==> config.mk <==
export PLATFORM = sky130hd
export DESIGN_NAME = idwt_detail_upsampler
export DESIGN_NICKNAME = d
export VERILOG_FILES = /design/src/rtl/idwt_detail_upsampler.sv
export SDC_FILE = /design/constraint.sdc
export NUM_CORES = 1
export LEC_CHECK = 0
export BUFFER_PORTS_ARGS = -buffer_cell sky130_fd_sc_hd__clkbuf_2
export CELL_PAD_IN_SITES_DETAIL_PLACEMENT = 1
export CELL_PAD_IN_SITES_GLOBAL_PLACEMENT = 1
export CORE_UTILIZATION = 52
export CTS_BUF_LIST = sky130_fd_sc_hd__clkbuf_4 sky130_fd_sc_hd__clkbuf_8
export CTS_CLUSTER_DIAMETER = 30
export DETAILED_ROUTE_END_ITERATION = 8
export HOLD_SLACK_MARGIN = 0.12
export PLACE_DENSITY = 0.93
export SLEW_MARGIN = 40
export SYNTH_ARGS = -nofsm -noshare
export SYNTH_HDL_FRONTEND = slang
export SYNTH_SLANG_ARGS = --single-unit
==> constraint.sdc <==
create_clock -name clk -period 4.4 [get_ports clk]
set_input_delay 0.44 -clock clk [delete_from_list [all_inputs] [get_ports clk]]
set_output_delay 0.44 -clock clk [all_outputs]
set_load 0.01 [all_outputs]
==> src/rtl/idwt_detail_upsampler.sv <==
// idwt_detail_upsampler: buffers detail coefficients in a small FIFO,
// thresholds each coefficient as it is popped, and upsamples by 2 with
// zero insertion. One output sample is produced per clk_enable pulse.
//
// Build option: define IDWT_UPS_SOFT_THR_EN for soft thresholding.
// Without it, the block uses hard thresholding.
//
// Handshake: a coefficient transfers on any clk edge where coef_valid and
// coef_ready are both high. coef_ready depends only on registered FIFO
// state and on reset, so it never depends on coef_valid. The read side has
// no handshake. It consumes one slot on each clk_enable edge.
//
// phase_state is a debug view of the phase FSM: 0 = EVEN, 1 = ODD.
module idwt_detail_upsampler #(
  parameter int DEPTH = 8,
  parameter int AW    = 3
) (
  input  logic               clk,
  input  logic               reset,
  input  logic               clk_enable,
  input  logic signed [15:0] coef_in,
  input  logic               coef_valid,
  output logic               coef_ready,
  input  logic [14:0]        thr,
  output logic signed [15:0] out,
  output logic               out_valid,
  output logic               underrun,
  output logic [AW:0]        fifo_level,
  output logic               phase_state
);

  typedef enum logic {
    PH_EVEN = 1'b0,
    PH_ODD  = 1'b1
  } phase_t;

  phase_t phase_q;
  phase_t phase_d;

  logic signed [15:0] mem [DEPTH];
  logic [AW-1:0]      wr_ptr;
  logic [AW-1:0]      rd_ptr;
  logic               full;
  logic               empty;
  logic               push;
  logic               pop;

  logic signed [15:0] head;
  logic signed [16:0] x_ext;
  logic signed [16:0] t_ext;
  logic signed [16:0] x_abs;
  logic signed [15:0] thr_result;
`ifdef IDWT_UPS_SOFT_THR_EN
  logic signed [16:0] shrunk;
`endif

  logic signed [15:0] out_d;
  logic               out_valid_d;
  logic               underrun_d;

  // full and empty come from registered state only.
  assign full        = (fifo_level == (AW+1)'(DEPTH));
  assign empty       = (fifo_level == '0);
  assign coef_ready  = !reset && !full;
  assign push        = coef_valid && coef_ready;
  assign head        = mem[rd_ptr];
  assign phase_state = phase_q;

  // Threshold the FIFO head in 17-bit signed arithmetic.
  // |x| for x = -32768 is +32768, and that value fits in 17 bits.
  always_comb begin
    x_ext      = {head[15], head};
    t_ext      = {2'b00, thr};
    x_abs      = x_ext[16] ? -x_ext : x_ext;
    thr_result = '0;
`ifdef IDWT_UPS_SOFT_THR_EN
    shrunk     = x_ext[16] ? (x_ext + t_ext) : (x_ext - t_ext);
    if (x_abs > t_ext) thr_result = shrunk[15:0];
`else
    if (x_abs > t_ext) thr_result = head;
`endif
  end

  // Phase FSM: the next phase, the pop decision, and the next output-slot values.
  always_comb begin
    phase_d     = phase_q;
    pop         = 1'b0;
    out_d       = out;
    out_valid_d = out_valid;
    underrun_d  = underrun;
    if (clk_enable) begin
      case (phase_q)
        PH_EVEN: begin
          phase_d = PH_ODD;
          if (!empty) begin
            pop         = 1'b1;
            out_d       = thr_result;
            out_valid_d = 1'b1;
          end else begin
            out_d       = '0;
            out_valid_d = 1'b0;
            underrun_d  = 1'b1;
          end
        end
        PH_ODD: begin
          phase_d     = PH_EVEN;
          out_d       = '0;
          out_valid_d = 1'b0;
        end
        default: begin
          phase_d     = PH_EVEN;
          out_d       = '0;
          out_valid_d = 1'b0;
        end
      endcase
    end
  end

  // Phase register, output slot register and sticky underrun flag.
  always_ff @(posedge clk) begin
    if (reset) begin
      phase_q   <= PH_EVEN;
      out       <= '0;
      out_valid <= 1'b0;
      underrun  <= 1'b0;
    end else begin
      phase_q   <= phase_d;
      out       <= out_d;
      out_valid <= out_valid_d;
      underrun  <= underrun_d;
    end
  end

  // FIFO storage. Reset discards contents by clearing the pointers, not the RAM.
  always_ff @(posedge clk) begin
    if (push) mem[wr_ptr] <= coef_in;
  end

  // FIFO pointers and fill level. The pointers wrap naturally because DEPTH is a power of two.
  always_ff @(posedge clk) begin
    if (reset) begin
      wr_ptr     <= '0;
      rd_ptr     <= '0;
      fifo_level <= '0;
    end else begin
      if (push) wr_ptr <= wr_ptr + AW'(1);
      if (pop)  rd_ptr <= rd_ptr + AW'(1);
      case ({push, pop})
        2'b10:   fifo_level <= fifo_level + (AW+1)'(1);
        2'b01:   fifo_level <= fifo_level - (AW+1)'(1);
        default: fifo_level <= fifo_level;
      endcase
    end
  end

endmodule

# Word-level counts from Yosys, hierarchy flattened
# Memory sizes are Yosys's and may differ from the RTL's. A register that Yosys moved wholly into a read port is not among the register bits.
# Index checks and enable logic that the tools add are counted.
[totals]
word_cells = 39
regBits = 29
mem_bits_rw = 128
in_bits = 35
memories = 1
[classes]
n_reduce_logical = 7
order_cmp = 1
add_sub_neg = 5
mux = 14
n_eq_ne = 3
bitwise = 1
[memory_table]
columns = ["name", "words", "width", "read_ports", "rd_ports_with_merged_regs", "wr", "line", "text"]
rows = [
  ["mem", 8, 16, 1, 1, 1, "40", "logic signed [15:0] mem [DEPTH];"],
]
[op_table]
columns = ["cell", "n"]
rows = [
  ["two-way mux 16 bit", 2],
  ["case mux 16 bit (2 select lines)", 1],
  ["greater-than comparator 17 x 16 -> 1 bit", 1],
  ["two-way mux 17 bit", 1],
  ["negator 16 -> 17 bit", 1],
  ["case mux 4 bit (2 select lines)", 1],
  ["adder 3 x 1 -> 3 bit, second input constant", 2],
  ["two-way mux 3 bit", 2],
  ["two-way mux 1 bit", 5],
  ["adder 4 x 1 -> 4 bit, second input constant", 1],
  ["== test 4 bit, second input constant", 1],
  ["zero test 4 bit", 1],
  ["case mux 1 bit (2 select lines)", 2],
  ["subtractor 4 x 1 -> 4 bit, second input constant", 1],
  ["AND reduction 3 bit", 1],
  ["== test 2 x 1 -> 1 bit, second input constant", 1],
  ["== test 2 bit, second input constant", 1],
  ["logical AND 1 bit", 2],
  ["zero test 1 bit", 2],
  ["nonzero test 2 bit", 1],
  ["inverter 1 bit", 1],
]

# Longest topological paths before layout
# Gate-level depths: netlist (run 1).
[logic_depth]
word_depth = 6
mapped_depth = 17
depth_no_buf = 14

# Least setup slack after synthesis (run 1)
# No wires, ideal clock.
[synth_path]
path_kind = "reg-to-reg"
startpoint = "register (tool-made name)"
endpoint = "register out[15]"
synth_period_minus_slack_ns = 3.833
arrival_time_ns = 3.715
setup_ns = 0.117
required_ns = 4.283
path_buffers = 3
setup_slack_ns = 0.567
path_stages_with_launch = 15
cell_sequence = "dfxtp_1 -> buf_2 -> mux4_2 -> o21ai_1 -> clkbuf_1 -> a21oi_1 -> xor2_1 -> ha_1 -> nand4_1 -> or4_1 -> o211ai_1 -> a31oi_1 -> clkbuf_1 -> a22oi_1 -> nand2_1"
[synth_rtl]
columns = ["item", "line", "text"]
rows = [
  ["end signal, assigned", "128", "out <= out_d;"],
  ["end, declared", "25", "output logic signed [15:0] out,"],
]

==> reports/results.ini, run 1 <==
[outcome]
outcome=finished clean

[grt]
grt_overflow=0
grt_pass1_wl_um=24700
antenna_found_initial=0
grt_usage=0.246
grt_max_degree=33
grt_pass1_vias=4393

[placed_design]
io_buffers=58
dp.final_hpwl_um=11000
gp_congestion=0.822
post-place-ws_ns=0.0759
dp.cells=680

[layout]
final_cell_count_no_fill=711
antenna_cells=0
drive_gt1_frac=0.280
nets=585
fillerInstances=1191
syn_to_final_growth_pct=14.6

[yosys]
synth_warnings=0
synthesis.nets=504
synth_edf_count=128
netlist_instances=447
ys.flop_type=edfxtp_1
synthArstFlopShare=0
synth-seq-cells=160
synth_area_per_cell_um2=15.5
yosysSeqAreaShare=0.649
netlist_area_mm2=0.00691
ys_types=50

[routing]
wirelength_um=16200
drc=0
drt_pre_antenna_iters=4
viasPerCell=5.69
wl_per_cell_um=22.8
dr.first_iter.drc_count=274
via_count=4047
antenna_left=0

[clocking]
cts-root-buf=clkbuf_8
clock_latency_ns=0.45
cts.clk_slew.worst_paths_ns=0.08
htreeDepth=4
cts_buffers=17
cts.sinks=160
clockBufferDepth=2
cts_tree=built

[critical_path]
cpPeakStageDelay_ns=0.57
critical_path_class=flip-flop to flip-flop
cp_slowest_cell=or4_1
cp_max_fo=17
cp-start-kind=flip-flop
crit_family=simple AND/OR/NAND/NOR gates
cp.arrival_ns=4.67
worst_setup_path_end_kind=flip-flop
path_buf_inv=1
worst_ep_required_time_ns=4.74
path_cells=buf_12 -> mux4_2 -> mux2i_4 -> nand4_2 -> nor4_4 -> a21oi_1 -> xnor2_1 -> ha_1 -> nand4_1 -> or4_1 -> o211ai_1 -> a31oi_4 -> a22oi_1 -> nand2_1
ff2ff_setup_slack_ns=0.08

[die]
die_height_um=117
die_area_mm2=0.0138
core_area_mm2=0.0128
die_w_um=117
rows=41
initial_utilization=0.541
boundaryPins=59

[sta]
fin_skew_ns=0.00951
hold_viol=0
drv_slew=0
setup-tns-final_ns=0
setup_viol=0
worst_slew_pin_slew_ns=0.653
maxSlewHeadroom=0.565
final.min_clock_period_ns=4.32
fmax_mhz=231
whs_ns=0.272
setup_slack_ns=0.0768
fin_crit_sh=0.983

[job]
maxCapViolCount=0

[min_path]
hold_path.class=input port to flip-flop

[power]
p_leak_nw=2.80
ir_worst_vdd_v=0.000322
p_per_area_mw_per_mm2=483

==> stage by stage <==
stage	util	cell area (um2)	total power [mW]
after floorplan	-	6910	2.48
after global placement	0.587	7500	2.74
after detailed placement	0.590	7540	2.83
after CTS	0.617	7890	3.80
after global routing	0.621	7930	4.00
final	0.621	7930	3.83
==> what timing repair did <==
| action | CTS | global route |
|---|---|---|
| endpoints found under the setup margin | 0 | 16 |
| setup buffers | 0 | 1 |
| gates resized for setup | 0 | 6 |
| hold buffers | 0 | 0 |
==> flip-flops by register name (all words and copies together), names as in the netlist, named ones only <==
name and flops:
underrun 1, fifo_level 4, rd_ptr 3, out 16, out_valid 1, wr_ptr 3
mem 128, phase_state 1
==> layer usage <==
| metal | wire length (um) | share of wire | GRT usage | up-vias |
|---|---|---|---|---|
| li1 | - | - | - | 1858 |
| met1 | 6460 | 0.40 | 0.297 | 2022 |
| met2 | 8520 | 0.53 | 0.427 | 141 |
| met3 | 883 | 0.054 | 0.0613 | 26 |
| met4 | 339 | 0.021 | 0.0901 | 0 |
| met5 | 0 | 0 | 0 | - |
==> layout make-up <==
cell class              instances  area [um2]  area share
flip-flops and latches        160        4490       0.566
multi-input cells             249        2310       0.292
repair buffers                 77         482      0.0608
clock buffers                  20         256      0.0324
well taps                     172         215      0.0272
clock inverters                10        90.1      0.0114
inverters                      23        86.3      0.0109
==> power breakdown <==
part	internal, mW	switching, mW	total [mW]
logic	0.467	0.651	1.12
clock network	0.457	0.509	0.967
registers	1.69	0.0486	1.74
total	2.62	1.21	3.83
==> final timing paths <==
check	startpoint	to	cells past startpoint
setup reg to reg	flip-flop	out[15]	14
hold / removal	coef_in[9]	mem[4][9]	1
hold reg to reg	out_valid	out_valid	2
setup / recovery	flip-flop	out[15]	14
==> cells by family (layout without fill, tap and decap cells) <==
family          count (synthesis)  after routing  synth area share
mux                            44             44             0.128
simple gates                  105            105            0.0794
buf+inv                        38            130            0.0259
xor+xnor                       20             20            0.0253
fa+ha+maj                      22             22            0.0409
flops                         160            160             0.649
compound gates                 58             58            0.0521
==> cell usage after synthesis (all sizes together) (3+ instances only) <==
cell type    n  area share
edfxtp     128        0.56
nor2        37       0.020
dfxtp       32       0.093
a21oi       29       0.021
mux4        29       0.097
nand2       24       0.013
inv         22       0.012
ha          21       0.038
nand2b      17       0.015
mux2i       13       0.028
xor2        11       0.014
xnor2        9       0.011
clkbuf       8      0.0043
buf          7      0.0090
nor2b        7      0.0063
o21ai        7      0.0056
a22o         5      0.0063
nand4        5      0.0054
nor3         5      0.0052
a22oi        4      0.0043
nand3        3      0.0022
==> cells in the final DEF, fill, tap and decap left out, types with 4 or more instances in the layout <==
master    netlist  layout
edfxtp_1      128     128
clkbuf_2        0      58
nor2_1         37      37
dfxtp_1        32      31
a21oi_1        29      28
mux4_2         25      25
nand2_1        24      24
ha_1           21      21
inv_1          20      20
nand2b_1       17      17
clkbuf_8        0      17
buf_4           0      13
xor2_1         11      11
xnor2_1         9       9
nor2b_1         7       7
mux2i_1         8       7
mux2i_4         5       6
a22o_1          5       5
mux4_1          4       4
a22oi_1         4       4
nand4_1         4       4
Power figures use the tool's default switching activity.
==> inputs of run 2 (changes only) <==
- CORE_UTILIZATION: 52 -> 25
- PLACE_DENSITY: 0.93 -> 0.56
==> reports/results.ini, run 2 (synthesized netlist as in run 1, its figures left out) <==
[power]
ir_worst_vdd_v=0.000173  ; -46%
p_leak_nw=2.84  ; +1.2%
p_per_area_mw_per_mm2=476  ; -1.3%

[critical_path]
ff2ff_setup_slack_ns=0.29  ; +0.21 ns
cp_max_fo=16  ; -1
cp.arrival_ns=4.47  ; -0.20 ns
critical_path_class=flip-flop to flip-flop
r2r-end=out[2]
cp_slowest_cell=or4_1
worst_setup_path_end_kind=flip-flop
cp-start-kind=flip-flop
crit_top_cell=buf_4
path_cells=buf_4 -> mux4_2 -> nand2b_1 -> nand2_1 -> nor4b_4 -> buf_4 -> a21oi_1 -> xor2_1 -> ha_1 -> nand4_1 -> or4_1 -> o211ai_1 -> a31oi_2 -> buf_4 -> a32o_1
cpPeakStageDelay_ns=0.56  ; about the same
worst_ep_required_time_ns=4.75  ; about the same
reg2regPathDepth=15  ; +1

[layout]
syn_to_final_growth_pct=18.2
multiInputGateArea_mm2=0.00228  ; -1.2%
top_regs=mem x128, out x16, fifo_level x4
nets=589  ; +0.68%
utilization=0.302  ; -0.318
most-common-layout-cells=128 x edfxtp_1, 58 x clkbuf_2, 37 x nor2_1, 31 x dfxtp_1, 29 x a21oi_1
fillerInstances=2902  ; +140%
largest_reg_flops=128  ; unchanged
drive_gt1_frac=0.286  ; +0.00609
seq_area_mm2=0.00449  ; unchanged
regMostFlops=mem
final_common_cell=edfxtp_1

[sta]
final.min_clock_period_ns=4.11  ; -0.208 ns
fin_crit_sh=0.935  ; -0.0473
worst_slew_pin_slew_ns=0.479  ; -0.174 ns
fmax_mhz=243  ; +5.1%
setup-tns-final_ns=0  ; unchanged
setup_slack_ns=0.285  ; +0.208 ns
maxSlewHeadroom=0.672  ; +0.108
setup_viol=0  ; unchanged
drv_slew=0  ; unchanged
fin_skew_ns=0.0164  ; +0.00694 ns
hold_viol=0  ; unchanged

[clocking]
clockBufferDepth=2  ; unchanged
cts_tree=built
cts.clk_slew.worst_paths_ns=0.09  ; about the same
cts_buffers=17  ; unchanged
htreeDepth=4  ; unchanged
cts.sinks=160  ; unchanged
clock_latency_ns=0.45  ; about the same
cts-root-buf=clkbuf_8

[die]
die_w_um=168  ; +43%
boundaryPins=59  ; unchanged
die_area_mm2=0.0283  ; +110%
rows=60  ; +46%
core_area_mm2=0.0270  ; +110%
initial_utilization=0.256  ; -0.285
die_height_um=168  ; +43%

[grt]
grt_pass1_wl_um=25500  ; +3.4%
antenna_found_initial=1  ; +1
grt_usage=0.122  ; -0.124
grt_pass1_vias=4351  ; -0.96%
grt_overflow=0  ; unchanged
grt_max_degree=32  ; -3.0%

[placed_design]
dp.final_hpwl_um=11100  ; +0.31%
post-place-ws_ns=0.158  ; +0.0825 ns
gp_congestion=0.743  ; -9.6%
io_buffers=58  ; unchanged

[outcome]
outcome=finished clean

[job]
maxCapViolCount=0  ; unchanged

[routing]
wl_per_cell_um=18.2  ; -20%
wirelength_um=16100  ; -0.58%
drc=0  ; unchanged
dr.first_iter.drc_count=186  ; -32%
via_count=4010  ; -0.91%
drt_pre_antenna_iters=4  ; unchanged
viasPerCell=4.52  ; -21%
antenna_left=0  ; unchanged

[min_path]
hold_path.class=input port to flip-flop
hold_path_end=mem[4][14]
holdPathStages=1  ; unchanged
hp-start=coef_in[14]

==> run 2: final cells by class <==
cell class	instances	area share
multi-input cells	249	0.279
clock buffers	17	0.0286
clock inverters	15	0.0213
inverters	23	0.0106
well taps	341	0.0522
flip-flops and latches	160	0.549
diodes	1	0.000306
repair buffers	81	0.0586
==> run 2: power breakdown <==
part	internal [mW]	total (mW)	switching [mW]
combinational	0.452	1.05	0.595
sequential	1.69	1.74	0.0461
clock	0.522	1.11	0.588
==> run 2: layer usage <==
layer  GRT usage  part of all wire  vias up
met4      0.0332             0.012        0
met2       0.206              0.49       86
li1            -                 -     1867
met5           0                 0        -
met3      0.0355             0.044       18
met1       0.152              0.45     2039
==> run 2: worst max path at each step <==
stage               from       to
3_3_place_gp   flip-flop   out[4]
5_1_grt        flip-flop   out[2]
3_5_place_dp   flip-flop   out[2]
2_1_floorplan  flip-flop  out[15]
6_report       flip-flop   out[2]
4_1_cts        flip-flop   out[2]
==> run 2: critical path: cells and delay by family, from the launching register on <==
kind | cells | cell delay, ns
AND/OR/NAND/NOR | 5 | 1.41
buffers and inverters | 3 | 0.66
AO/OA/AOI/OAI | 4 | 0.55
multiplexers | 1 | 0.52
flip-flops | 1 | 0.43
adder cells (fa/ha/maj) | 1 | 0.28
XOR/XNOR | 1 | 0.15
==> run 2: what timing repair did <==
action,in CTS,in global routing
setup buffers,0,1
hold buffers,0,0
gates resized for setup,0,2
endpoints found under the setup margin,0,16
==> run 2: metrics by stage <==
step	instance area (um2)	instances	hold WS (ns)	total power [mW]
2_1_floorplan	6910	447	0.454	2.48
3_3_place_gp	7740	853	0.448	2.79
3_5_place_dp	7750	853	0.472	2.84
4_1_cts	8150	885	0.239	3.95
5_1_grt	8170	886	0.243	4.12
6_report	8170	887	0.263	3.89
==> inputs of run 3 (changes only) <==
- CORE_UTILIZATION: 25 -> 50
- PLACE_DENSITY: 0.56 -> 0.9
==> reports/results.ini, run 3 (synthesized netlist as in run 1, its figures left out) <==
[layout]
most-common-layout-cells=128 x edfxtp_1, 58 x clkbuf_2, 34 x nor2_1, 31 x dfxtp_1, 29 x a21oi_1
largest_reg_flops=128  ; unchanged
seq_area_mm2=0.00449  ; about the same
regMostFlops=mem
multiInputGateArea_mm2=0.00230  ; +0.88%
top_regs=mem x128, out x16, fifo_level x4
drive_gt1_frac=0.287  ; about the same
nets=586  ; -0.51%
syn_to_final_growth_pct=16.5
antenna_cells=0  ; -1
final_cell_count_no_fill=717  ; -19%
utilization=0.603  ; +0.301
fillerInstances=1272  ; -56%
final_common_cell=edfxtp_1
final_cell_area_mm2=0.00805  ; -1.4%

[grt]
grt_pass1_wl_um=24500  ; -3.8%
globalRoute.busiestLayer=met2
grt_pass1_vias=4416  ; +1.5%
met3_usage=0.0561  ; +0.0206
grt_use_met1=0.274  ; +0.122
antenna_found_initial=0  ; -1
grt_overflow=0  ; unchanged
grtUsageMet2=0.423  ; +0.217
grt_max_degree=33  ; +3.1%
grt_usage=0.238  ; +0.116

[clocking]
cts.sinks=160  ; unchanged
cts.clk_slew.worst_paths_ns=0.09  ; about the same
htreeDepth=4  ; unchanged
cts_tree=built
cts_buffers=17  ; unchanged
cts-root-buf=clkbuf_8
clock_latency_ns=0.45  ; about the same
clockBufferDepth=2  ; unchanged
cts_hold_buf=0  ; unchanged

[sta]
setup_viol=0  ; unchanged
worst_slew_pin_slew_ns=0.641  ; +0.162 ns
final.min_clock_period_ns=4.13  ; +0.0135 ns
drv_slew=0  ; unchanged
maxSlewHeadroom=0.572  ; -0.100
fin_crit_sh=0.938  ; +0.00308
fin_skew_ns=0.0156  ; -0.000830 ns
setup-tns-final_ns=0  ; unchanged
hold_viol=0  ; unchanged
rsz0062_at_grt=false
fmax_mhz=242  ; -0.33%

[placed_design]
io_buffers=58  ; unchanged
dp.final_hpwl_um=11200  ; +0.86%
gp_congestion=0.859  ; +16%
dp.cells=684  ; -20%
place_area_mm2=0.00756  ; -2.5%

[die]
die_w_um=120  ; -29%
rows=42  ; -30%
die_area_mm2=0.0143  ; -50%
die_height_um=120  ; -29%
initial_utilization=0.518  ; +0.262
core_area_mm2=0.0133  ; -51%
boundaryPins=59  ; unchanged

[routing]
wl_per_cell_um=22.2  ; +22%
drc=0  ; unchanged
wirelength_um=15900  ; -1.3%
antenna_left=0  ; unchanged
drt_pre_antenna_iters=5  ; +1
viasPerCell=5.69  ; +26%
dr.first_iter.drc_count=258  ; +39%
via_count=4078  ; +1.7%

[critical_path]
cpPeakStageDelay_ns=0.61  ; +0.05 ns
cp.arrival_ns=4.46  ; about the same
path_cells=buf_4 -> mux4_2 -> mux2i_4 -> nand4_2 -> nor4_4 -> a21oi_1 -> xnor2_1 -> ha_1 -> nand4_1 -> or4_1 -> o211ai_1 -> a31oi_2 -> buf_4 -> a32o_1
cp_slowest_cell=dfxtp_1
critical_path_class=flip-flop to flip-flop
cp-start-kind=flip-flop
ff2ff_setup_slack_ns=0.27  ; about the same
worst_setup_path_end_kind=flip-flop
worst_ep_required_time_ns=4.73  ; -0.02 ns
r2r-end=out[2]
reg2regPathDepth=14  ; -1
crit_top_cell=buf_4
cp_max_fo=15  ; -1
critical_path.endpoint=out[2]

[min_path]
hold_path.class=input port to flip-flop

[power]
ir_worst_vdd_v=0.000309  ; +79%
p_per_area_mw_per_mm2=505  ; +5.9%
p_leak_nw=2.85  ; +0.55%

[job]
maxCapViolCount=0  ; unchanged

[outcome]
outcome=finished clean

[run 3: cell types whose count changed in the layout (fill, tap and decap cells not counted), moves of 3 or more]
cell and change:
bufinv_16 +3, nor2_1 -3, nor2_4 +3, buf_4 -6
[run 3: power breakdown]
part	total, mW	internal, mW	leakage, nW	switching (mW)
clock network	1.24	0.685	0.222	0.554
registers	1.74	1.69	1.42	0.0502
logic	1.08	0.465	1.21	0.620
total	4.07	2.84	2.85	1.22
[run 3: metrics by stage]
step                      total power [mW]  worst slack [ns]  hold WS, ns
after floorplan                       2.48             0.567        0.454
after global placement                2.76             0.129        0.453
after detailed placement              2.84             0.117        0.475
after CTS                             4.08            0.0895        0.241
after global routing                  4.25            0.0321        0.258
final                                 4.07             0.272        0.267
[run 3: routing by layer]
| layer | part of all wire | up-vias |
|---|---|---|
| met5 | 0 | - |
| met4 | 0.024 | 0 |
| met3 | 0.043 | 32 |
| met2 | 0.54 | 115 |
| met1 | 0.40 | 2077 |
| li1 | - | 1854 |
[run 3: critical path, delay by kind of cell (launching register included)]
kind	cells	cell delay (ns)
multiplexers	2	0.61
AO/OA/AOI/OAI	4	0.61
buffers and inverters	2	0.52
flip-flops	1	0.61
adder cells (fa/ha/maj)	1	0.31
XOR/XNOR	1	0.14
AND/OR/NAND/NOR	4	1.20
[run 3: area by class of cell]
type | count | area share
Inverter | 23 | 0.0107
Tap cell | 176 | 0.0273
Clock buffer | 17 | 0.0291
Timing Repair Buffer | 78 | 0.0614
Clock inverter | 14 | 0.0283
Multi-Input combinational cell | 249 | 0.286
Sequential cell | 160 | 0.557
[run 3: how the worst min path moves through the flow]
stage	from	to	slack [ns]	depth (start not counted)
2_1_floorplan	rd_ptr[1]	flip-flop	0.45	2
3_3_place_gp	underrun	underrun	0.45	2
3_5_place_dp	out[1]	out[1]	0.47	1
4_1_cts	coef_in[9]	mem[6][9]	0.24	1
5_1_grt	coef_in[7]	mem[3][7]	0.26	1
6_report	coef_in[9]	mem[1][9]	0.27	1
[run 3: repair_timing]
item,CTS,global route
setup buffers,0,1
endpoints found under the setup margin,0,16
gates resized for setup,0,2
